$ cat config.mk
export PLATFORM = sky130hd
export DESIGN_NAME = tt_um_priority_decoder
export DESIGN_NICKNAME = d
export VERILOG_FILES = /design/src/rtl/pdec_pkg.sv /design/src/rtl/pdec_glitch_filter.sv /design/src/rtl/tt_um_priority_decoder.sv
export SDC_FILE = /design/constraint.sdc
export NUM_CORES = 1
export LEC_CHECK = 0
export BUFFER_PORTS_ARGS = -buffer_cell sky130_fd_sc_hd__buf_2
export CAP_MARGIN = 20
export CORE_MARGIN = 2
export CORE_UTILIZATION = 47
export CTS_BUF_LIST = sky130_fd_sc_hd__clkbuf_16
export CTS_CLUSTER_DIAMETER = 150
export DETAILED_ROUTE_END_ITERATION = 12
export PLACE_DENSITY = 0.7
export SYNTH_ARGS = -nofsm -noshare
export SYNTH_HDL_FRONTEND = slang
export SYNTH_SLANG_ARGS = --single-unit
$ cat constraint.sdc
create_clock -name clk -period 5.1 [get_ports clk]
set_clock_uncertainty 0.05 [all_clocks]
set_input_delay 0 -clock clk [delete_from_list [all_inputs] [get_ports clk]]
set_output_delay 0 -clock clk [all_outputs]
set_load 0.02 [all_outputs]
$ cat src/rtl/pdec_pkg.sv
// pdec_pkg: shared constants and helpers for the priority decoder tile.
//
// Contents:
//   CODE_W, VEC_W  - code and decoded vector widths
//   CODE_NONE      - code meaning "no bit set" (decodes to all zeros)
//   is_legal()     - true for 8'h00..8'h0F and CODE_NONE
//   decode()       - code -> 16-bit vector
//
// Build option:
//   PDEC_THERMO_EN - when defined, index i decodes to a thermometer mask
//                    (bits i..0 set) instead of a one-hot bit, so the
//                    vector still re-encodes to i through a priority encoder.

package pdec_pkg;

    localparam int CODE_W = 8;
    localparam int VEC_W  = 16;

    localparam logic [CODE_W-1:0] CODE_NONE = 8'hF0;

    function automatic logic is_legal(input logic [CODE_W-1:0] code);
        return (code[7:4] == 4'h0) || (code == CODE_NONE);
    endfunction

    // CODE_NONE and illegal codes both return zero; callers must use
    // is_legal() to decide whether the result may be committed.
    function automatic logic [VEC_W-1:0] decode(input logic [CODE_W-1:0] code);
        logic [VEC_W-1:0] v;
        v = '0;
        if (code[7:4] == 4'h0) begin
`ifdef PDEC_THERMO_EN
            // For index 15 the shift drops out of the 16-bit range, leaving
            // zero; minus one then wraps to all ones, which is the right mask.
            v = (16'h0002 << code[3:0]) - 16'h0001;
`else
            v = 16'h0001 << code[3:0];
`endif
        end
        return v;
    endfunction

endpackage

$ cat src/rtl/pdec_glitch_filter.sv
// pdec_glitch_filter: synchroniser plus stability filter for the code input.
//
// Ports:
//   clk_i     in   rising-edge clock
//   rst_ni    in   synchronous active-low reset
//   ena_i     in   enable; low freezes every register here
//   code_i    in   raw asynchronous code
//   commit_o  out  high in a cycle where code_o has been seen unchanged for
//                  STABLE_CYCLES+1 synced samples (stays high while stable)
//   code_o    out  current candidate code
//
// The commit strobe is combinational from registers only; the top registers
// the decoded value on the same edge, giving SYNC_STAGES+1+STABLE_CYCLES
// edges from an input change to an output change.

module pdec_glitch_filter
    import pdec_pkg::*;
#(
    parameter int SYNC_STAGES   = 2,
    parameter int STABLE_CYCLES = 4
) (
    input  logic              clk_i,
    input  logic              rst_ni,
    input  logic              ena_i,
    input  logic [CODE_W-1:0] code_i,
    output logic              commit_o,
    output logic [CODE_W-1:0] code_o
);

    localparam int CNT_W = $clog2(STABLE_CYCLES + 1);
    localparam logic [CNT_W-1:0] CNT_MAX = CNT_W'(STABLE_CYCLES - 1);

    logic [CODE_W-1:0] sync_q [SYNC_STAGES];
    logic [CODE_W-1:0] cand_q, cand_d;
    logic [CNT_W-1:0]  cnt_q, cnt_d;
    logic [CODE_W-1:0] sample;
    logic              commit;

    assign sample = sync_q[SYNC_STAGES-1];

    always_comb begin
        cand_d = cand_q;
        cnt_d  = cnt_q;
        commit = 1'b0;
        if (ena_i) begin
            if (sample != cand_q) begin
                cand_d = sample;
                cnt_d  = '0;
            end else if (cnt_q < CNT_MAX) begin
                cnt_d = cnt_q + CNT_W'(1);
            end else begin
                // Counter saturates here; repeated commits of the same
                // candidate leave the output unchanged.
                commit = 1'b1;
            end
        end
    end

    always_ff @(posedge clk_i) begin
        if (!rst_ni) begin
            for (int i = 0; i < SYNC_STAGES; i++) begin
                sync_q[i] <= CODE_NONE;
            end
            cand_q <= CODE_NONE;
            cnt_q  <= '0;
        end else if (ena_i) begin
            sync_q[0] <= code_i;
            for (int i = 1; i < SYNC_STAGES; i++) begin
                sync_q[i] <= sync_q[i-1];
            end
            cand_q <= cand_d;
            cnt_q  <= cnt_d;
        end
    end

    assign commit_o = commit;
    assign code_o   = cand_q;

endmodule

$ cat src/rtl/tt_um_priority_decoder.sv
// tt_um_priority_decoder: Tiny Tapeout tile that turns an 8-bit priority
// encoder result code back into a 16-bit vector.
//
// Ports:
//   clk      in   rising-edge clock
//   rst_n    in   synchronous active-low reset
//   ena      in   tile enable; low freezes all state
//   ui_in    in   code: 8'h00..8'h0F = index, 8'hF0 = no bit set
//   uio_in   in   unused
//   uo_out   out  decoded vector bits[15:8]
//   uio_out  out  decoded vector bits[7:0]
//   uio_oe   out  constant 8'hFF
//
// Build option: PDEC_THERMO_EN selects thermometer decode (see pdec_pkg).
// Illegal codes are filtered like any other but never committed, so the
// output keeps its last legal value. Outputs come straight from registers.

module tt_um_priority_decoder
    import pdec_pkg::*;
#(
    parameter int SYNC_STAGES   = 2,
    parameter int STABLE_CYCLES = 4
) (
    input  logic       clk,
    input  logic       rst_n,
    input  logic       ena,
    input  logic [7:0] ui_in,
    input  logic [7:0] uio_in,
    output logic [7:0] uo_out,
    output logic [7:0] uio_out,
    output logic [7:0] uio_oe
);

    logic              commit;
    logic [CODE_W-1:0] cand_code;
    logic [VEC_W-1:0]  vec_q, vec_d;
    logic              unused_uio;

    assign unused_uio = &{1'b0, uio_in};

    pdec_glitch_filter #(
        .SYNC_STAGES   (SYNC_STAGES),
        .STABLE_CYCLES (STABLE_CYCLES)
    ) u_filter (
        .clk_i    (clk),
        .rst_ni   (rst_n),
        .ena_i    (ena),
        .code_i   (ui_in),
        .commit_o (commit),
        .code_o   (cand_code)
    );

    always_comb begin
        vec_d = vec_q;
        if (commit && is_legal(cand_code)) begin
            vec_d = decode(cand_code);
        end
    end

    // commit is already gated by ena, so no separate enable is needed here.
    always_ff @(posedge clk) begin
        if (!rst_n) begin
            vec_q <= '0;
        end else begin
            vec_q <= vec_d;
        end
    end

    assign uo_out  = vec_q[15:8];
    assign uio_out = vec_q[7:0];
    assign uio_oe  = 8'hFF;

endmodule
---- Yosys cells after proc, flatten, opt, wreduce, memory -nomap -nowiden ----
Memory sizes are Yosys's and may differ from the RTL's.
Cells that the tools add are included.
word-level totals
  input bits .............................. 19
  flip-flop bits (word level) ............. 27
  word-level logic and storage cells ...... 29
  memories kept ........................... 1
  output and inout port bits .............. 24
  bits in writable memories ............... 16
memories
  name             depth  width  rd ports  clocked after Yosys merged registers in  wr ports  line                      text
  u_filter.sync_q  2      8      2         0                                        2         pdec_glitch_filter.sv:33  logic [CODE_W-1:0] sync_q [SYNC_STAGES];
cells by class
  multiplexer cells ....................... 12
  bitwise operators ....................... 2
  reduce and logical (&&, ||, !) cells .... 6
  add/subtract/negate cells ............... 1
  equality and inequality tests ........... 2
  shift operators ......................... 1
  magnitude comparators ................... 1
operators with widths
  cell                                                                          number
  16-bit 2-to-1 mux                                                             1
  8-bit 2-to-1 mux                                                              2
  1-bit by 4-bit left shift with 16-bit output, first input constant            1
  8-bit equality test, second input constant                                    1
  8-bit inequality test                                                         1
  1-bit 2-to-1 mux                                                              7
  3-bit 2-to-1 mux                                                              2
  4-bit logical NOT                                                             1
  2-bit AND reduction                                                           2
  3-bit by 1-bit adder with 3-bit output, second input constant                 1
  3-bit by 2-bit less-than comparator with 1-bit output, second input constant  1
  1-bit OR                                                                      2
  2-bit nonzero test                                                            1
  1-bit logical AND                                                             1
  1-bit logical OR                                                              1

---- Longest topological paths before layout ----
Gate-level depths: netlist of the first run.
  depth after elaboration ................. 5
  gate-level depth with buffers ........... 5
  mapped depth without buffers ............ 4

---- By module ----
A second synthesis of the first run with hierarchy kept.
unflattened totals
  cell total of the unflattened synthesis .. 208
  area total of the unflattened synthesis .. 2183.3 um^2
modules (own cells, without submodules)
  module                  cells each  area an instance (um^2)  times used  seq. area each (um^2)
  pdec_glitch_filter      100         1209.9                   1           700.7
  tt_um_priority_decoder  108         973.4                    1           320.3

---- Worst setup path after synthesis of the first run ----
Ideal clock, no wire load.
  path kind ............................... reg2reg
  from .................................... memory u_filter.sync_q[1][6], in the netlist u_filter.sync_q[0][14]
  to ...................................... register vec_q[0]
  required time ........................... 4.978 ns
  stages on the path, launching flop included .. 6
  period minus slack after synthesis ...... 1.839 ns
  setup time .............................. 0.072 ns
  arrival time ............................ 1.717 ns
  buffers on the path ..................... 1
  path slack .............................. 3.261 ns
  cells stage by stage .................... edfxtp_1 > xnor2_1 > nand4_4 > nor4_4 > buf_6 > mux2i_1
RTL lines
  what                    line                          text
  start: declaration      pdec_glitch_filter.sv:33
  end signal: assignment  tt_um_priority_decoder.sv:65  vec_q <= vec_d;
  end: declaration        tt_um_priority_decoder.sv:36  logic [VEC_W-1:0] vec_q, vec_d;

==> results.txt, run 1 <==
----------------------------------------------------
[Min path]
  Worst Hold Endpoint ... u_filter.cnt_q[0]
  Hold WC Path Type ... in2reg
  Worst Hold Path Cells ... 2
  Worst Min Path Start ... ena

[Finish]
  Ant. Diodes ... 0
  Cell area after layout ... 2401 um^2
  Synthesis-to-layout area growth ... 19.64%
  Ratio of cells with drive above 1 in the final layout ... 0.2133
  Non-filler instance count after layout ... 275
  Number of nets in the finished design ... between 200 and 250

[Run status]
  Run status ... completed

[Clock tree]
  Number of buffers inserted by post-CTS setup repair ... 0
  Clock tree from TritonCTS ... done
  Number of hold-repair buffers added at the cts stage ... 8
  Number of sinks driven by the clock tree ... 43
  Clock latency at the later pin of the worst-skew pair ... about 0.28 ns
  Post-CTS Resized ... 0
  CTS H-Tree Depth ... 2
  Clock transition at the registers of the reported paths ... about 0.06 ns
  Cts bufs inserted ... 5
  Root Buffer Master ... clkbuf_16
  Clock buffer depth ... 2

[STA]
  Fin Hold WS ... ~0.073 ns
  RSZ-0062 raised after global routing ... no
  Final worst-path cycle share ... 0.3586
  Slew HR ... 0.5165
  Fin. max-slew vios ... 0
  Top achievable clock speed ... 0.5468 GHz
  Final critical path time including I/O delays and setup ... 1.829 ns
  Transition time at the pin with the least slew margin ... 0.7253 ns
  Total setup violations reported at the end of the flow ... 0
  Setup TNS ... 0 ns
  Final hold vios ... 0

[Critical path]
  Kind of critical path ... reg2reg
  Startpoint Class ... flop
  End of the worst register-to-register path ... vec_q[4]
  Cell-by-cell listing of the critical path ... xnor2_1 -> nand4_2 -> nor4_4 -> buf_4 -> mux2i_1
  Critical path arrival ... 1.99 ns
  Required @ worst endpoint ... roughly 5.3 ns
  Worst reg2reg path depth ... 5
  Crit path max-delay family ... simple AND/OR/NAND/NOR gates
  Number of buffers and inverters on the critical path ... 1
  Top fanout value on the critical path ... 16
  Crit path capture type ... flop
  Critical path's slowest cell ... edfxtp_1
  Delay of the slowest cell on the worst path ... between 0.4 and 0.5 ns
  Worst R2R Setup Slack ... about 3.3 ns
  Crit Reg-Reg Startpoint ... u_filter.sync_q[0][10]

[Route]
  Routed wire per std cell ... 12.75 um
  Iteration-0 DRC count of the detailed router ... 55
  Antenna-violating nets left ... 0
  Average via count per standard cell ... 5.058
  Number of vias after detailed routing ... 1391
  Remaining routing DRC violations ... 0
  Number of detailed-route iterations in the first pass ... 4
  Total Wirelength ... 3507 um

[Floorplan]
  Top-level port count ... 43
  Starting utilization of the core area ... 0.4946
  Overall die height ... 69.35 um
  Full die area ... 4809 um^2
  Number of placement rows ... 23
  Die X-Extent ... 69.35 um
  Core area ... 4058 um^2

[GRT]
  Antenna violations before repair ... 0
  All-layer global routing usage ... 0.1606
  Largest net degree at the start of global routing ... 45
  Number of global-route vias before repair ... 1386
  Gr ovfl total ... 0
  Global-route wire length before repair ... around 6200 um

[Place]
  Placed standard-cell area ... 2132 um^2
  Detailed Place HPWL ... ~2300 um
  GP Congestion ... 0.6985
  Number of buffers inserted by port buffering ... 26
  Placed Cells incl. Taps ... 259

[Logic synthesis]
  Sequential share of the synthesized area ... 0.5087
  Count of state elements after synthesis ... 43
  Number of synthesized flops with an enable pin ... 16
  Syn. warnings ... 0
  Area of the mapped netlist ... 2007 um^2
  Ys async rst share ... 0
  Synthesized netlist cell count ... around 190
  Library cells used by synthesis ... 35
  Syn Area/Cell ... 10.45 um^2
  Primary FF master, synth ... dfxtp_1

[Power]
  Total power divided by cell area ... 357.2 nW/um^2
  P_leak ... 0.9572 nW
  VDD IR-drop max ... ~0.00029 V

[Run]
  Count of maximum capacitance violations ... 0

----------------------------------------------------
-- state kept, by name (all words and copies together) (netlist names) --
register / cells
u_filter.code_o: 8
u_filter.cnt_q: 3
vec_q: 16
u_filter.sync_q: 16
-- metrics by stage --
stage	setup slack (ns)	total power [mW]	utilization
floorplan	3.261	0.4463	-
global route	3.122	0.8874	0.5917
global placement	3.275	0.4545	0.5254
CTS	3.245	0.8627	0.5917
finish	3.271	0.8576	0.5917
detailed placement	3.276	0.4564	0.5254
-- synth_stat cells (2+ instances only) --
| cell type | instances | area share |
|---|---|---|
| a21oi_1 | 2 | 0.0050 |
| and3_1 | 10 | 0.031 |
| buf_4 | 8 | 0.030 |
| clkbuf_1 | 8 | 0.015 |
| dfxtp_1 | 27 | 0.27 |
| edfxtp_1 | 16 | 0.24 |
| inv_1 | 4 | 0.0075 |
| mux2i_1 | 20 | 0.10 |
| nand2_1 | 44 | 0.082 |
| nor2_1 | 2 | 0.0037 |
| nor2b_1 | 2 | 0.0062 |
| nor3b_1 | 4 | 0.015 |
| nor4_1 | 2 | 0.0062 |
| o211ai_1 | 8 | 0.030 |
| o21a_1 | 2 | 0.0075 |
| or2_2 | 8 | 0.025 |
| xnor2_1 | 5 | 0.022 |
| xnor2_2 | 3 | 0.024 |
-- cell usage in the layout, fill, tap and decap left out, drive strengths merged, types with 4 or more instances in the layout --
master / synthesis / routed
conb: 1 / 8
xnor2: 8 / 8
edfxtp: 16 / 16
inv: 4 / 5
mux2i: 20 / 20
dlygate4sd3: 0 / 8
or2: 8 / 8
clkbuf: 8 / 5
nand2: 44 / 44
nor3b: 4 / 4
and3: 10 / 10
o211ai: 8 / 8
buf: 9 / 27
dfxtp: 27 / 27
-- worst max-delay path by stage --
stage | startpoint | end | depth (start not counted)
5_1_grt | u_filter.sync_q[0][10] | vec_q[8] | 5
2_1_floorplan | u_filter.sync_q[0][14] | vec_q[0] | 5
6_report | u_filter.sync_q[0][10] | vec_q[4] | 5
3_3_place_gp | u_filter.sync_q[0][10] | vec_q[9] | 5
3_5_place_dp | u_filter.code_o[2] | vec_q[8] | 5
4_1_cts | u_filter.sync_q[0][10] | vec_q[8] | 5
-- logic make-up (layout without fill, tap and decap cells) --
| group | Yosys count | count (layout) | synth area share |
|---|---|---|---|
| buffers and inverters | 21 | 47 | 0.05798 |
| flip-flops | 43 | 43 | 0.5087 |
| multiplexers | 20 | 20 | 0.09975 |
| AO/OA/AOI/OAI | 17 | 17 | 0.05985 |
| AND/OR/NAND/NOR | 81 | 81 | 0.2195 |
| XOR/XNOR | 8 | 8 | 0.04614 |
| adder cells (fa/ha/maj) | 1 | 1 | 0.006233 |
| other | 1 | 8 | 0.001869 |
-- where the power goes --
group / total, mW / switching, mW / leakage [nW] / internal [mW]
combinational: 0.0705 / 0.0411 / 0.485 / 0.0294
sequential: 0.383 / 0.0123 / 0.377 / 0.371
clock: 0.404 / 0.125 / 0.0952 / 0.279
total: 0.858 / 0.179 / 0.957 / 0.679
-- final cells by class --
cell class,count,area (um^2)
well taps,50,62.56
inverters,4,15.01
multi-input cells,135,895.9
clock buffers,5,125.1
clock inverters,3,63.81
flip-flops and latches,43,1021
fillers,359,1657
repair buffers,35,217.7
-- worst register-to-register path, stage by stage (launching register included) --
cell	delay, ns
edfxtp_1	0.41
xnor2_1	0.22
nand4_2	0.27
nor4_4	0.27
buf_4	0.31
mux2i_1	0.23
-- routing by layer --
layer  track usage  up-vias  wire (um)
li1              -      710          -
met1        0.1957      645       1678
met2        0.2724       30       1641
met3       0.04506        6        137
met4       0.05447        0         49
met5             0        -          0
(Power assumes the default switching activity.)
==> inputs of run 2 (changes only) <==
--- a/config.mk
+++ b/config.mk
@@ -5,6 +5,7 @@
 export SDC_FILE = /design/constraint.sdc
 export NUM_CORES = 1
 export LEC_CHECK = 0
+export ABC_AREA = 1
 export BUFFER_PORTS_ARGS = -buffer_cell sky130_fd_sc_hd__buf_2
 export CAP_MARGIN = 20
 export CORE_MARGIN = 2
==> constraint.sdc (replaced) <==
create_clock -name clk -period 1.88 [get_ports clk]
set_clock_uncertainty 0.05 [all_clocks]
set_input_delay 0 -clock clk [delete_from_list [all_inputs] [get_ports clk]]
set_output_delay 0 -clock clk [all_outputs]
set_load 0.02 [all_outputs]
==> run 2 against run 1 <==
The run now ends with negative hold slack left. Sequential power grew to 2.7 times the previous value. Global-route usage barely moved. Non-clock buffer count is 6 higher. Die area rose by 6.2%. Hold slack lost 0.074 ns. Critical path depth is 6 higher. Largest cell class unchanged. Highest routed layer unchanged. Count of clock-buffer cells in the layout unchanged. Flip-flop and latch count did not move. Total power increased to 2.8 times the previous value. Wire length up 8.4%. Final area is 7.1% higher.
==> results.txt, run 2 <==
----------------------------------------------------
[Logic synthesis]
  Sequential share of the synthesized area ... 0.4772 (-0.03154)
  Ys async rst share ... 0 (unchanged)
  Adder and majority gate portion of the synthesized area ... 0.005848 (-0.0003865)
  Cell types with the highest counts after synthesis ... nand2_1, nor2_1, dfxtp_1, inv_1, nand4_1
  Compound-cell area share of the yosys netlist ... 0.04035 (-0.01950)
  Proportion of netlist area held by the largest area contributor ... 0.2526 (-0.01670)
  Largest cells by area after synthesis ... dfxtp_1, edfxtp_1, nand2_1
  Number of synthesized flops with an enable pin ... 16 (unchanged)
  Primary FF master, synth ... dfxtp_1
  Library cell with the largest summed area after synthesis ... dfxtp_1
  Leading cell type by number of instances after synthesis ... nand2_1
  Syn. warnings ... 0 (unchanged)
  Main combinational cell family by area after synthesis ... simple AND/OR/NAND/NOR gates
  Area of the mapped netlist ... 2140 um^2 (+6.6%)
  Share of synthesized area spent on multiplexers ... 0 (-0.09975)
  Synthesized-area fraction occupied by xor and xnor cells ... 0 (-0.04613)
  Library cells used by synthesis ... 27 (-23%)
  Count of state elements after synthesis ... 43 (unchanged)
  Syn Area/Cell ... 7.534 um^2 (-28%)
  Synthesized netlist cell count ... 284 (+48%)
  Area share of and/or/nand/nor cells after synthesis ... 0.3649 (+0.1455)

[Floorplan]
  Die X-Extent ... 71.47 um (+3.1%)
  Starting utilization of the core area ... 0.4880 (-0.006590)
  Number of placement rows ... 24 (+4.3%)
  Overall die height ... 71.47 um (+3.1%)
  Core area ... 4384 um^2 (+8.0%)
  Top-level port count ... 43 (unchanged)
  Full die area ... 5108 um^2 (+6.2%)

[Clock tree]
  CTS H-Tree Depth ... 2 (unchanged)
  Number of hold-repair buffers added at the cts stage ... 8 (unchanged)
  Number of sinks driven by the clock tree ... 43 (unchanged)
  Clock latency at the later pin of the worst-skew pair ... 0.28 ns (about the same)
  Clock tree from TritonCTS ... done
  Post-CTS Resized ... 0 (unchanged)
  Root Buffer Master ... clkbuf_16
  Clock buffer depth ... 2 (unchanged)
  Cts bufs inserted ... 5 (unchanged)
  Number of buffers inserted by post-CTS setup repair ... 0 (unchanged)
  Clock transition at the registers of the reported paths ... 0.06 ns (about the same)

[STA]
  Final critical path time including I/O delays and setup ... 1.629 ns (-0.2002 ns)
  Fin. max-slew vios ... 0 (unchanged)
  Slew HR ... 0.6632 (+0.1468)
  Final hold vios ... 1 (+1)
  Transition time at the pin with the least slew margin ... 0.5033 ns (-0.2220 ns)
  Total setup violations reported at the end of the flow ... 0 (unchanged)
  Fin Hold WS ... -0.0009083 ns (-0.07357 ns)
  Setup TNS ... 0 ns (unchanged)
  Top achievable clock speed ... 0.6140 GHz (+12%)
  RSZ-0062 raised after global routing ... no
  Final worst-path cycle share ... 0.8663 (+0.5077)

[Route]
  Remaining routing DRC violations ... 0 (unchanged)
  Routed wire per std cell ... 10.16 um (-20%)
  Average via count per standard cell ... 4.765 (-5.8%)
  Total Wirelength ... 3800 um (+8.4%)
  Iteration-0 DRC count of the detailed router ... 49 (-11%)
  Number of vias after detailed routing ... 1782 (+28%)
  Number of detailed-route iterations in the first pass ... 4 (unchanged)
  Antenna-violating nets left ... 0 (unchanged)

[Critical path]
  Delay of the slowest cell on the worst path ... 0.47 ns (+0.06 ns)
  Dominant cell type by count on the critical path ... nand2_1
  Startpoint Class ... flop
  Number of buffers and inverters on the critical path ... 3 (+2)
  Crit path capture type ... flop
  Critical path's slowest cell ... dfxtp_1
  Required @ worst endpoint ... 2.05 ns (-3.21 ns)
  Cell-by-cell listing of the critical path ... inv_2 -> nand2_1 -> nand2_1 -> nor2_2 -> nand2_2 -> clkinv_2 -> nand2_1 -> nand2_1 -> buf_4 -> o21ai_0 -> nor2_1
  Kind of critical path ... reg2reg
  Critical path arrival ... 1.80 ns (-0.19 ns)
  Crit path max-delay family ... simple AND/OR/NAND/NOR gates
  Top fanout value on the critical path ... 7 (-9)

[Power]
  P_leak ... 1.221 nW (+28%)
  Overall power consumption ... 2.414 mW (+180%)
  VDD IR-drop max ... 0.0005185 V (+81%)
  Total power divided by cell area ... 938.4 nW/um^2 (+160%)

[Min path]
  Hold WC Path Type ... in2reg

[Finish]
  Highest-count cells in the layout ignoring fill and taps ... nand2_1, nor2_1, inv_1, dfxtp_1, buf_2
  Ratio of cells with drive above 1 in the final layout ... 0.1894 (-0.02389)
  Number of nets in the finished design ... 341 (+40%)
  Synthesis-to-layout area growth ... 20.23%
  Leading cell type in the layout, fill and taps excluded ... nand2_1
  Ant. Diodes ... 0 (unchanged)

[GRT]
  All-layer global routing usage ... 0.1610 (+0.0004660)
  Antenna violations before repair ... 0 (unchanged)
  Global-route wire length before repair ... 6527 um (+4.5%)
  Largest net degree at the start of global routing ... 29 (-36%)
  Gr ovfl total ... 0 (unchanged)
  Number of global-route vias before repair ... 1575 (+14%)

[Run status]
  Run status ... complete, but fails checks
  Violations in the final reports ... negative hold slack

[Place]
  Detailed Place HPWL ... 2649 um (+18%)
  GP Congestion ... 0.9104 (+30%)
  Number of buffers inserted by port buffering ... 26 (unchanged)

[Run]
  Count of maximum capacitance violations ... 0 (unchanged)

----------------------------------------------------
==> run 2: cell types whose count changed after synthesis, moves of 5 or more <==
cell / change
inv_1: +23
and3_1: -10
nand2_1: +32
nand3_1: +5
xnor2_1: -5
nand4_1: +17
nor2_1: +55
mux2i_1: -20
nor3_1: +5
==> run 2: kinds of logic after synthesis <==
group	Yosys count
AO/OA/AOI/OAI	13
flip-flops	43
buffers and inverters	50
other	1
adder cells (fa/ha/maj)	1
AND/OR/NAND/NOR	176
==> run 2: worst paths after layout <==
| path | endpoint | start | slack (ns) | cells after the start |
|---|---|---|---|---|
| worst max-delay path | u_filter.code_o[3] | u_filter.code_o[2] | 0.25 | 11 |
| worst min-delay path | u_filter.cnt_q[2] | ena | -0.0009 | 3 |
| worst max register to register | u_filter.code_o[3] | u_filter.code_o[2] | 0.25 | 11 |
| worst min register to register | u_filter.cnt_q[2] | u_filter.cnt_q[2] | 0.41 | 2 |
==> run 2: per-layer routing <==
layer	track usage	share of wire	wire [um]	vias up
li1	-	-	-	951
met1	0.1824	0.45	1721	791
met2	0.2840	0.49	1859	33
met3	0.04360	0.039	148	7
met4	0.06918	0.019	72	0
met5	0	0	0	-
==> run 2: layout make-up <==
| type | instances | area (um^2) |
|---|---|---|
| inverter | 32 | 121.4 |
| clock buffer | 5 | 125.1 |
| clock inverter | 3 | 67.56 |
| tap | 52 | 65.06 |
| timing repair buffer | 41 | 262.8 |
| multi-input combinational | 198 | 909.6 |
| sequential | 43 | 1021 |
| fill | 416 | 1812 |
==> run 2: stage by stage <==
step                worst slack (ns)  utilization  std cells  hold WS [ns]  cell area, um^2
finish                        0.2514       0.5868        374    -0.0009083             2572
global placement              0.3248       0.5245        358        0.2083             2300
floorplan                     0.4014            -        291        0.1310             2166
CTS                           0.2516       0.5868        374      0.002169             2572
detailed placement            0.2832       0.5245        358        0.2132             2300
global route                 0.02140       0.5868        374       0.04138             2572
==> run 2: worst reg2reg max path, stage by stage (launching register included) <==
cell and delay [ns]:
dfxtp_1 0.47, inv_2 0.11, nand2_1 0.07, nand2_1 0.06, nor2_2 0.11, nand2_2 0.07, clkinv_2 0.09, nand2_1 0.05
nand2_1 0.14, buf_4 0.17, o21ai_0 0.07, nor2_1 0.10
==> run 2: power by group <==
part           total, mW  leakage, nW  internal (mW)  switching, mW
Combinational      0.262        0.753         0.0927          0.169
Sequential          1.04        0.379           1.01         0.0299
Clock               1.11       0.0900          0.760          0.353
